[src/rtl/axi4_lite_pkg.sv]
// Shared AXI4-Lite response codes and the stats poller state encoding.
// Latency: n/a (types and constants only).
// Backpressure: n/a.
package axi4_lite_pkg;

  localparam logic [1:0] AXI_RESP_OK     = 2'b00;
  localparam logic [1:0] AXI_RESP_SLVERR = 2'b10;

  typedef enum logic [1:0] {
    POLL_IDLE = 2'd0,
    POLL_ADDR = 2'd1,
    POLL_DATA = 2'd2,
    POLL_WAIT = 2'd3
  } poller_state_t;

endpackage

[src/rtl/axi4_lite_stats_poller_if.sv]
// AXI4-Lite read-only channel bundle (AR + R) between the stats poller and the DMA stats slave.
// Latency: n/a (wires only).
// Backpressure: M_ARREADY / M_RVALID from the slave, M_RREADY from the master.
// Ports: M_ARADDR, M_ARVALID, M_ARREADY, M_RDATA, M_RRESP, M_RVALID, M_RREADY.
interface axi4_lite_stats_poller_if #(
  parameter int ADDR_WIDTH = 32,
  parameter int DATA_WIDTH = 32
);

  logic [ADDR_WIDTH-1:0] M_ARADDR;
  logic                  M_ARVALID;
  logic                  M_ARREADY;
  logic [DATA_WIDTH-1:0] M_RDATA;
  logic [1:0]            M_RRESP;
  logic                  M_RVALID;
  logic                  M_RREADY;

  modport master (
    output M_ARADDR, M_ARVALID, M_RREADY,
    input  M_ARREADY, M_RDATA, M_RRESP, M_RVALID
  );

  modport slave (
    input  M_ARADDR, M_ARVALID, M_RREADY,
    output M_ARREADY, M_RDATA, M_RRESP, M_RVALID
  );

endinterface

[src/rtl/stats_delta_store.sv]
// Per-register storage of the last good readback and its valid flag.
// Latency: write takes effect next cycle; read is combinational.
// Backpressure: none, accepts a write every cycle.
// Ports: ACLK/ARESETN, we/wr_idx/wr_data write side, rd_idx -> rd_data/rd_vld read side.
module stats_delta_store #(
  parameter int NUM_REGS = 6
) (
  input  logic        ACLK,
  input  logic        ARESETN,
  input  logic        we,
  input  logic [3:0]  wr_idx,
  input  logic [31:0] wr_data,
  input  logic [3:0]  rd_idx,
  output logic [31:0] rd_data,
  output logic        rd_vld
);

  logic [31:0]         prev_q [NUM_REGS];
  logic [NUM_REGS-1:0] vld_q;

  always_ff @(posedge ACLK) begin
    if (!ARESETN) begin
      vld_q <= '0;
      for (int i = 0; i < NUM_REGS; i++) prev_q[i] <= '0;
    end else begin
      for (int i = 0; i < NUM_REGS; i++) begin
        if (we && (wr_idx == 4'(i))) begin
          prev_q[i] <= wr_data;
          vld_q[i]  <= 1'b1;
        end
      end
    end
  end

  // Out-of-range indices read back as "no previous value".
  always_comb begin
    rd_data = '0;
    rd_vld  = 1'b0;
    for (int i = 0; i < NUM_REGS; i++) begin
      if (rd_idx == 4'(i)) begin
        rd_data = prev_q[i];
        rd_vld  = vld_q[i];
      end
    end
  end

endmodule

[src/rtl/axi4_lite_stats_poller.sv]
// AXI4-Lite read master sweeping NUM_REGS stats registers, emitting snapshot + delta per read.
// Latency: >= 3 cycles per register (ADDR, slave response, DATA); snapshot registered 1 cycle after R handshake.
// Backpressure: holds ARVALID/ARADDR until ARREADY; one transaction outstanding; RREADY only in DATA.
// Ports: ACLK, ARESETN (sync, active-low), enable, period, base_addr, m_axi (AR/R master),
//        snap_* snapshot stream, sweep_done, err_count, busy.
// Optional: define STATS_POLLER_THRESH_EN to add THRESH parameter, irq output and irq_clr input.
module axi4_lite_stats_poller
  import axi4_lite_pkg::*;
#(
  parameter int ADDR_WIDTH    = 32,
  parameter int DATA_WIDTH    = 32,
  parameter int NUM_REGS      = 6,
  parameter int ADDR_STRIDE   = 1,
  parameter int ERR_CNT_WIDTH = 16
`ifdef STATS_POLLER_THRESH_EN
  ,
  parameter logic [31:0] THRESH = 32'h1000
`endif
) (
  input  logic                     ACLK,
  input  logic                     ARESETN,
  input  logic                     enable,
  input  logic [31:0]              period,
  input  logic [ADDR_WIDTH-1:0]    base_addr,
  axi4_lite_stats_poller_if.master m_axi,
  output logic                     snap_valid,
  output logic [3:0]               snap_index,
  output logic [31:0]              snap_data,
  output logic [31:0]              snap_delta,
  output logic                     snap_first,
  output logic                     snap_err,
  output logic                     sweep_done,
  output logic [ERR_CNT_WIDTH-1:0] err_count,
  output logic                     busy
`ifdef STATS_POLLER_THRESH_EN
  ,
  output logic                     irq,
  input  logic                     irq_clr
`endif
);

  localparam logic [3:0] LAST_IDX = 4'(NUM_REGS - 1);

  poller_state_t           state_q, state_d;
  logic [3:0]              idx_q, idx_d;
  logic [ADDR_WIDTH-1:0]   base_q, base_d;
  logic [31:0]             wait_q, wait_d;
  logic [ERR_CNT_WIDTH-1:0] err_cnt_q;

  logic [DATA_WIDTH-1:0]   rdata;
  logic                    r_hs;
  logic                    resp_ok;
  logic [31:0]             prev_data;
  logic                    prev_vld;
  logic [31:0]             delta_d;

  assign rdata   = m_axi.M_RDATA;
  assign r_hs    = (state_q == POLL_DATA) && m_axi.M_RVALID;
  assign resp_ok = (m_axi.M_RRESP == AXI_RESP_OK);
  // Errors and first reads both report a zero delta; subtraction wraps mod 2^32.
  assign delta_d = (resp_ok && prev_vld) ? (rdata - prev_data) : 32'd0;

  stats_delta_store #(
    .NUM_REGS (NUM_REGS)
  ) u_store (
    .ACLK    (ACLK),
    .ARESETN (ARESETN),
    .we      (r_hs && resp_ok),
    .wr_idx  (idx_q),
    .wr_data (rdata),
    .rd_idx  (idx_q),
    .rd_data (prev_data),
    .rd_vld  (prev_vld)
  );

  // State register
  always_ff @(posedge ACLK) begin
    if (!ARESETN) state_q <= POLL_IDLE;
    else          state_q <= state_d;
  end

  always_ff @(posedge ACLK) begin
    if (!ARESETN) begin
      idx_q  <= '0;
      base_q <= '0;
      wait_q <= '0;
    end else begin
      idx_q  <= idx_d;
      base_q <= base_d;
      wait_q <= wait_d;
    end
  end

  // Next-state logic
  always_comb begin
    state_d = state_q;
    idx_d   = idx_q;
    base_d  = base_q;
    wait_d  = wait_q;
    unique case (state_q)
      POLL_IDLE: begin
        if (enable) begin
          state_d = POLL_ADDR;
          idx_d   = '0;
          base_d  = base_addr;
        end
      end
      POLL_ADDR: begin
        if (m_axi.M_ARREADY) state_d = POLL_DATA;
      end
      POLL_DATA: begin
        if (m_axi.M_RVALID) begin
          // A dropped enable stops after the read in flight, even mid-sweep.
          if (!enable) begin
            state_d = POLL_IDLE;
          end else if (idx_q < LAST_IDX) begin
            state_d = POLL_ADDR;
            idx_d   = idx_q + 4'd1;
          end else if (period == 32'd0) begin
            state_d = POLL_ADDR;
            idx_d   = '0;
            base_d  = base_addr;
          end else begin
            state_d = POLL_WAIT;
            wait_d  = period;
          end
        end
      end
      POLL_WAIT: begin
        if (!enable) begin
          state_d = POLL_IDLE;
        end else if (wait_q <= 32'd1) begin
          state_d = POLL_ADDR;
          idx_d   = '0;
          base_d  = base_addr;
        end else begin
          wait_d = wait_q - 32'd1;
        end
      end
      default: state_d = POLL_IDLE;
    endcase
  end

  // Output logic; address is derived from registers only, so it is stable while ARVALID waits.
  always_comb begin
    m_axi.M_ARVALID = (state_q == POLL_ADDR);
    m_axi.M_RREADY  = (state_q == POLL_DATA);
    m_axi.M_ARADDR  = base_q + ADDR_WIDTH'(idx_q) * ADDR_WIDTH'(ADDR_STRIDE);
    busy            = (state_q != POLL_IDLE);
  end

  always_ff @(posedge ACLK) begin
    if (!ARESETN) begin
      snap_valid <= 1'b0;
      snap_index <= '0;
      snap_data  <= '0;
      snap_delta <= '0;
      snap_first <= 1'b0;
      snap_err   <= 1'b0;
      sweep_done <= 1'b0;
    end else begin
      snap_valid <= r_hs;
      sweep_done <= r_hs && (idx_q == LAST_IDX);
      if (r_hs) begin
        snap_index <= idx_q;
        snap_data  <= rdata;
        snap_delta <= delta_d;
        snap_first <= !prev_vld;
        snap_err   <= !resp_ok;
      end
    end
  end

  always_ff @(posedge ACLK) begin
    if (!ARESETN)                                   err_cnt_q <= '0;
    else if (r_hs && !resp_ok && (err_cnt_q != '1)) err_cnt_q <= err_cnt_q + 1'b1;
  end

  assign err_count = err_cnt_q;

`ifdef STATS_POLLER_THRESH_EN
  logic irq_q;

  // Set has priority over clear so an exceed coincident with irq_clr is not lost.
  always_ff @(posedge ACLK) begin
    if (!ARESETN)                                           irq_q <= 1'b0;
    else if (r_hs && resp_ok && prev_vld && (delta_d > THRESH)) irq_q <= 1'b1;
    else if (irq_clr)                                       irq_q <= 1'b0;
  end

  assign irq = irq_q;
`endif

endmodule

[src/flat_wrapper.sv]
// flat-port wrapper written by rule: the top's interface ports become plain ports
module axi4_lite_stats_poller_flat import axi4_lite_pkg::*;
#(
  parameter int ADDR_WIDTH    = 32,
  parameter int DATA_WIDTH    = 32,
  parameter int NUM_REGS      = 6,
  parameter int ADDR_STRIDE   = 1,
  parameter int ERR_CNT_WIDTH = 16

)
  (ACLK, ARESETN, enable, period, base_addr, snap_valid, snap_index, snap_data, snap_delta, snap_first, snap_err, sweep_done, err_count, busy, m_axi_M_ARADDR, m_axi_M_ARVALID, m_axi_M_RREADY, m_axi_M_ARREADY, m_axi_M_RDATA, m_axi_M_RRESP, m_axi_M_RVALID);
  axi4_lite_stats_poller_if #(.ADDR_WIDTH(ADDR_WIDTH), .DATA_WIDTH(DATA_WIDTH)) m_axi_i ();
  input  logic ACLK;
  input  logic ARESETN;
  input  logic enable;
  input  logic [31:0] period;
  input  logic [ADDR_WIDTH-1:0] base_addr;
  output logic snap_valid;
  output logic [3:0] snap_index;
  output logic [31:0] snap_data;
  output logic [31:0] snap_delta;
  output logic snap_first;
  output logic snap_err;
  output logic sweep_done;
  output logic [ERR_CNT_WIDTH-1:0] err_count;
  output logic busy;
  output wire logic [$bits(m_axi_i.M_ARADDR)-1:0] m_axi_M_ARADDR;
  output wire logic [$bits(m_axi_i.M_ARVALID)-1:0] m_axi_M_ARVALID;
  output wire logic [$bits(m_axi_i.M_RREADY)-1:0] m_axi_M_RREADY;
  input wire logic [$bits(m_axi_i.M_ARREADY)-1:0] m_axi_M_ARREADY;
  input wire logic [$bits(m_axi_i.M_RDATA)-1:0] m_axi_M_RDATA;
  input wire logic [$bits(m_axi_i.M_RRESP)-1:0] m_axi_M_RRESP;
  input wire logic [$bits(m_axi_i.M_RVALID)-1:0] m_axi_M_RVALID;
  assign m_axi_M_ARADDR = m_axi_i.M_ARADDR;
  assign m_axi_M_ARVALID = m_axi_i.M_ARVALID;
  assign m_axi_M_RREADY = m_axi_i.M_RREADY;
  assign m_axi_i.M_ARREADY = m_axi_M_ARREADY;
  assign m_axi_i.M_RDATA = m_axi_M_RDATA;
  assign m_axi_i.M_RRESP = m_axi_M_RRESP;
  assign m_axi_i.M_RVALID = m_axi_M_RVALID;
  axi4_lite_stats_poller #(.ADDR_WIDTH(ADDR_WIDTH), .DATA_WIDTH(DATA_WIDTH), .NUM_REGS(NUM_REGS), .ADDR_STRIDE(ADDR_STRIDE), .ERR_CNT_WIDTH(ERR_CNT_WIDTH)) u_core (.ACLK(ACLK), .ARESETN(ARESETN), .enable(enable), .period(period), .base_addr(base_addr), .m_axi(m_axi_i), .snap_valid(snap_valid), .snap_index(snap_index), .snap_data(snap_data), .snap_delta(snap_delta), .snap_first(snap_first), .snap_err(snap_err), .sweep_done(sweep_done), .err_count(err_count), .busy(busy));
endmodule
[config.mk]
export PLATFORM = sky130hd
export DESIGN_NAME = axi4_lite_stats_poller_flat
export DESIGN_NICKNAME = d
export VERILOG_FILES = /design/src/rtl/axi4_lite_pkg.sv /design/src/rtl/axi4_lite_stats_poller_if.sv /design/src/rtl/stats_delta_store.sv /design/src/rtl/axi4_lite_stats_poller.sv /design/src/flat_wrapper.sv
export SDC_FILE = /design/constraint.sdc
export NUM_CORES = 1
export LEC_CHECK = 0
export ABC_AREA = 0
export CORE_ASPECT_RATIO = 0.6
export CORE_MARGIN = 2
export CORE_UTILIZATION = 29
export DETAILED_ROUTE_END_ITERATION = 16
export PLACE_DENSITY = 0.57
export SYNTH_ARGS = -nofsm -noshare
export SYNTH_HDL_FRONTEND = slang
export SYNTH_HIERARCHICAL = 1
export SYNTH_SLANG_ARGS = --single-unit
[constraint.sdc]
create_clock -name ACLK -period 4.7 [get_ports ACLK]
set_input_delay 0.94 -clock ACLK [delete_from_list [all_inputs] [get_ports ACLK]]
set_output_delay 0.94 -clock ACLK [all_outputs]
set_load 0.1 [all_outputs]
==> metrics.yaml, run 1 <==
outcome: "complete, no violations"
power.density_nw_per_um2: 321
yosys-top-cells-area: "edfxtp_1 32%, dfxtp_1 18%, and2_1 7.0%"
io_pins: 226
fin_crit_ps: 4480
worstHoldEndpoint: "u_core/u_store/vld_q[4]$_SDFFE_PN0P_"
setup_viol_count_final: 0
synth_top_cell_area_share_pct: 31.6
drv_cap: 0
timing.rr.end: "u_core/snap_delta[24]$_SDFFE_PN0P_"
yosysSeqAreaShare_pct: 49.5
grt-ovfl-total: 0
holdCritPathClass: "flop to flop"
clock_latency_ps: 570
pwr-share-clk_pct: 41.4
fmax_mhz: 223
grt_usage_pct: 17.6
critPathMaxFanout: 37
cts_tree: "built"
cp_data_required_time_ps: 3760
cts_sinks: 356
place.gp.congestion: 0.886
wl_per_cell_microns: 19.4
yosys.area.top_type: "edfxtp_1"
peakVddDrop_uv: 206
initial_core_util_pct: 29.2
synthAdderAreaFrac_pct: 3.03
die_h_microns: 198
drive_above_1_share_pct: 9.81
syn_to_final_growth_pct: 26.8
ys_types: 78
syn-cell-area_sq_um: 18300
cts_buffer_depth: 3
drc: 0
pre_cts_slack_ps: 198
first_pass_iters: 6
die_x_microns: 328
comb_power_share_pct: 13.0
synth_edf_count: 192
nets: 2317
synthMuxAreaShare_pct: 3.23
wirelength_microns: 59100
finalMaxSlewViolations: 0
worstHoldStart: "u_core/u_store/vld_q[4]$_SDFFE_PN0P_"
grt_max_degree: 75
seqPwrFrac_pct: 45.6
tightest_slew_ps: 1070
hold_viol: 0
cpMostUsedCell: "inv_1"
finalCritPeriodShare_pct: 95.3
crit_chain: "buf_16 > ha_1 > inv_1 > fa_1 > inv_1 > a21oi_1 > o21bai_2 > nand2_1 > or2_2 > nor2_1 > xor2_1 > buf_12"
finish.utilization_pct: 37.1
root_buffer: "clkbuf_16"
viasPerCell: 5.02
h-tree-depth: 2
fp.coreArea_sq_um: 62500
grt_pass1_wl_microns: 88500
worst_path_largest_cell_delay_ps: 400
drtIter0Drc: 1463
first_global_vias: 14671
async_reset_ff_share_pct: 0
internal_power_mw: 5.43
p_sw_share_pct: 27.0
drtAntennaViolNets: 0
synth_ff_type: "edfxtp_1"
r2r_start: "u_core/idx_q[2]$_SDFFE_PN0P_"
timing.final.ws_setup_ps: 219
hpwl_microns: 40000
yosysWarnings: 6
synth_xor_area_share_pct: 2.97
synth_top_family_by_area: "simple AND/OR/NAND/NOR gates"
p_leak_nw: 8.67
cts_buffers: 39
num_vias: 15296
whs_path_depth: 1
layout_commonest_cell: "nand2_1"
ys_seq_elements: 356
cp.arrival_ps: 3540
p_sw_mw: 2.01
most-common-layout-cells: "211 x nand2_1, 202 x and2_1, 194 x clkdlybuf4s50_1, 192 x edfxtp_1, 172 x nor2_1"
cpMaxStageDelayCell: "fa_1"
synth_compound_area_share_pct: 15.1
design.die.area_sq_um: 65100
antenna_found_initial: 3
port_buffers: 225
critPathLaunchType: "flop"
syn_nets: 2098
clock-skew-final_ps: 19.8
syn_avg_cell_area_sq_um: 9.36
rrSetupSlack_ps: 260
rows: 71
synth_cells: 1952
tns_ps: 0
timing.slew.headroom_pct: 28.5
clk_pin_slew_ps: 60
reg2reg_depth: 14
rsz0062_at_grt: "no"
synth_simple_gate_area_share_pct: 22.1
worstSetupPathType: "flop to output port"
crit_path_end_kind: "output port"
-- metal layers --
| layer | track usage, % | share of wire [%] | wire length (microns) |
|---|---|---|---|
| met4 | 3.86 | 1.6 | 934 |
| met3 | 2.74 | 6.3 | 3730 |
| met5 | 0 | 0.022 | 13 |
| met2 | 26.5 | 43 | 25400 |
| met1 | 26.4 | 49 | 29000 |
-- how the worst max path moves through the flow --
stage | startpoint | to | depth (start not counted)
floorplan | u_core/idx_q[0]$_SDFFE_PN0P_ | m_axi_M_ARADDR[26] | 10
global placement | m_axi_M_RDATA[0] | u_core/snap_delta[24]$_SDFFE_PN0P_ | 12
detailed placement | m_axi_M_RDATA[0] | u_core/snap_delta[24]$_SDFFE_PN0P_ | 12
CTS | u_core/idx_q[2]$_SDFFE_PN0P_ | m_axi_M_ARADDR[31] | 9
global route | u_core/idx_q[1]$_SDFFE_PN0P_ | m_axi_M_ARADDR[31] | 10
finish | u_core/idx_q[0]$_SDFFE_PN0P_ | m_axi_M_ARADDR[24] | 12
-- timing repair --
item	in CTS	in global routing
pin swaps	0	0
cloned	0	1
gates resized for setup	3	3
hold endpoints to repair	0	0
buffers inserted	0	0
setup endpoints to repair	3	10
hold buffers	0	0
-- kinds of logic (layout without fill, tap and decap cells) --
logic type,Yosys count,in the layout
AND/OR/NAND/NOR,800,800
AO/OA/AOI/OAI,455,455
flip-flops,356,356
buffers and inverters,180,430
XOR/XNOR,62,62
multiplexers,56,56
adder cells (fa/ha/maj),43,43
other,0,4
-- flip-flops by register name, summed over array words and instances (netlist names) --
name	cells
u_core/idx_q	4
u_core/u_store/prev_q	192
u_core/snap_delta	32
u_core/snap_valid	1
u_core/base_q	32
u_core/sweep_done	1
u_core/u_store/vld_q	6
u_core/err_count	16
u_core/state_q	2
u_core/snap_first	1
u_core/snap_err	1
u_core/wait_q	32
u_core/snap_index	4
u_core/snap_data	32
-- power by group through the flow --
stage / sequential [mW] / combinational, mW / clock [mW]
detailed placement: 3.46 / 0.962 / 0
finish: 3.39 / 0.968 / 3.08
global route: 3.40 / 1.03 / 3.30
global placement: 3.46 / 0.956 / 0
floorplan: 3.49 / 0.555 / 0
CTS: 3.39 / 0.966 / 3.19
-- worst max-delay path, delay by kind of cell, from the launching register on --
kind                     cells  cell delay (ps)
AO/OA/AOI/OAI                2              330
XOR/XNOR                     1              270
adder cells (fa/ha/maj)      2              610
buffers and inverters        4              580
flip-flops                   1              390
AND/OR/NAND/NOR              3              760
-- cell usage after synthesis, drive strengths merged (9+ instances only) --
cell type,number
nand2,212
and2,203
edfxtp,192
nor2,172
dfxtp,164
a21oi,151
o21ai,133
clkbuf,94
inv,71
nor3,51
ha,41
nand2b,37
xnor2,37
mux2i,32
nand3,32
a21o,31
a211oi,30
xor2,25
mux2,24
nor4,16
a22oi,15
a31oi,15
and3,15
buf,15
nand4,15
o31ai,11
or4,11
o21a,10
o211ai,9
or3,9
-- cell type report --
type                            instances  area, sq um
Timing Repair Buffer                  287         2960
Tap cell                              839         1050
Clock inverter                         18          133
Antenna cell                            4         10.0
Inverter                               71          269
Multi-Input combinational cell       1416         8570
Fill cell                            6191        39300
Clock buffer                           54         1120
Sequential cell                       356         9050
-- per-stage QoR --
step / area (sq um) / hold slack, ps / total power, mW / cells
final: 23200 / 451 / 7.44 / 3045
after CTS: 23100 / 454 / 7.55 / 3040
after floorplan: 18300 / 426 / 4.04 / 1952
after global placement: 21800 / 434 / 4.41 / 2968
after detailed placement: 21800 / 439 / 4.42 / 2968
after global routing: 23200 / 469 / 7.73 / 3042
No activity file was read; power rests on OpenSTA's default activity.
==> inputs of run 2 (changes only) <==
CAP_MARGIN = 20   (was unset)
==> results of run 2 <==
The final DEF is identical to that of run 1; final timing and power are the same.
==> inputs of run 3 (changes only) <==
PLACE_DENSITY = 0.55   (was 0.57)
clock period = 4.9 ns   (was 4.7 ns; I/O delays follow)
==> metrics.yaml, run 3 (synthesis gave the netlist of run 1 again) <==
drc: 0
hold_viol: 0
cp.arrival_ps: 3550
wl_per_cell_microns: 18.9
fmax_mhz: 221
reg2reg_depth: 14
crit_chain: "buf_4 > inv_1 > fa_1 > inv_1 > a21oi_1 > o21bai_2 > nand2_1 > or3_1 > nor2_1 > xor2_1 > buf_12"
fp.coreArea_sq_um: 62500
tightest_slew_ps: 1050
whs_path_depth: 2
tns_ps: 0
wirelength_microns: 57700
cts_buffers: 41
drive_above_1_share_pct: 9.93
critPathMaxFanout: 18
grt_pass1_wl_microns: 87300
first_pass_iters: 5
finalCritPeriodShare_pct: 92.5
p_leak_nw: 8.74
grt-ovfl-total: 0
postCtsSetupBuffers: 0
cts_sinks: 356
largest_register: "u_core/u_store/prev_q"
io_pins: 226
routed.top_layer: "met4"
cts_buffer_depth: 3
drt-met1-wl_microns: 28700
viasPerCell: 5.02
rsz0062_at_grt: "no"
fin_crit_ps: 4530
outcome: "complete, no violations"
finish.utilization_pct: 37.3
clk_pin_slew_ps: 50
dr_wl_met2_microns: 24000
drtAntennaViolNets: 0
initial_core_util_pct: 29.2
rrSetupSlack_ps: 430
antenna_found_initial: 2
cpMostUsedCell: "inv_1"
place.gp.congestion: 0.873
critPathLaunchType: "flop"
cts_tree: "built"
nets: 2319
timing.rr.end: "u_core/snap_delta[30]$_SDFFE_PN0P_"
port_buffers: 225
finalMaxSlewViolations: 0
hpwl_microns: 40300
crit_end: "m_axi_M_ARADDR[26]"
cpMaxStageDelayCell: "dfxtp_2"
holdCritPathClass: "flop to flop"
clock-skew-final_ps: 36.5
first_global_vias: 14490
crit_path_end_kind: "output port"
holdWs_ps: 452
most-common-layout-cells: "211 x nand2_1, 202 x and2_1, 194 x clkdlybuf4s50_1, 192 x edfxtp_1, 172 x nor2_1"
design.die.area_sq_um: 65100
die_h_microns: 198
largest_reg_flops: 192
timing.slew.headroom_pct: 30.0
grt_max_degree: 102
die_x_microns: 328
h-tree-depth: 2
cp_data_required_time_ps: 3920
worstSetupStartpoint: "u_core/idx_q[1]$_SDFFE_PN0P_"
grt_usage_pct: 17.4
power_mw: 7.54
setup_viol_count_final: 0
num_vias: 15290
clock_latency_ps: 570
wl_met3_microns: 4020
layout_commonest_cell: "nand2_1"
worst_path_largest_cell_delay_ps: 480
drv_cap: 0
power.density_nw_per_um2: 324
r2r_start: "u_core/idx_q[3]$_SDFFE_PN0P_"
syn_to_final_growth_pct: 27.4
root_buffer: "clkbuf_16"
drtIter0Drc: 1030
hold_buffers: 0
rows: 71
peakVddDrop_uv: 204
worstSetupPathType: "flop to output port"
==> run 3: changes by cell type in the layout (fill, tap and decap cells not counted), sizes merged <==
| cell | change |
|---|---|
| clkinv | -7 |
| bufinv | +5 |
| clkbuf | +3 |
| diode | -2 |
| buf | +1 |
| inv | +1 |
==> run 3: routing by layer <==
metal  track usage [%]  vias to the layer above
met2              24.8                      484
met4              3.81                        0
met5                 0                        -
li1                  -                     7335
met1              26.4                     7397
met3              3.73                       74
==> run 3: how the worst min path moves through the flow <==
stage / start / to
2_1_floorplan: u_core/u_store/vld_q[5]$_SDFFE_PN0P_ / u_core/u_store/vld_q[5]$_SDFFE_PN0P_
3_3_place_gp: u_core/u_store/vld_q[5]$_SDFFE_PN0P_ / u_core/u_store/vld_q[5]$_SDFFE_PN0P_
3_5_place_dp: u_core/u_store/vld_q[4]$_SDFFE_PN0P_ / u_core/u_store/vld_q[4]$_SDFFE_PN0P_
4_1_cts: u_core/snap_data[11]$_SDFFE_PN0P_ / u_core/snap_data[11]$_SDFFE_PN0P_
5_1_grt: u_core/snap_data[8]$_SDFFE_PN0P_ / u_core/snap_data[8]$_SDFFE_PN0P_
6_report: u_core/snap_data[11]$_SDFFE_PN0P_ / u_core/snap_data[11]$_SDFFE_PN0P_
==> run 3: area by class of cell <==
class	instances	area, sq um
multi-input combinational	1416	8560
inverter	71	269
antenna	2	5.00
clock inverter	17	251
tap	839	1050
timing repair buffer	287	2860
fill	6193	39200
sequential	356	9050
clock buffer	58	1220
==> run 3: timing repair <==
action | 4_1_cts | 5_1_grt
gates cloned | 0 | 0
pin swaps | 0 | 0
gates resized for setup | 1 | 1
setup endpoints to repair | 2 | 4
==> run 3: stage by stage <==
step | setup WS (ps) | instances | area (sq um)
after floorplan | 231 | 1952 | 18300
after global placement | 366 | 2968 | 21800
after detailed placement | 368 | 2968 | 21800
after CTS | 153 | 3043 | 23200
after global routing | 99.4 | 3044 | 23300
final | 367 | 3046 | 23300
==> run 3: where the power goes <==
group          switching, mW  total, mW  internal, mW
registers             0.0402       3.25          3.21
logic                  0.592      0.916         0.323
clock network           1.31       3.37          2.06
==> run 3: critical path: cells and delay by family (launching register included) <==
family          cells  cell delay [ps]
flops               1              480
buf+inv             4              730
simple gates        3              730
xor+xnor            1              260
compound gates      2              310
fa+ha+maj           1              480
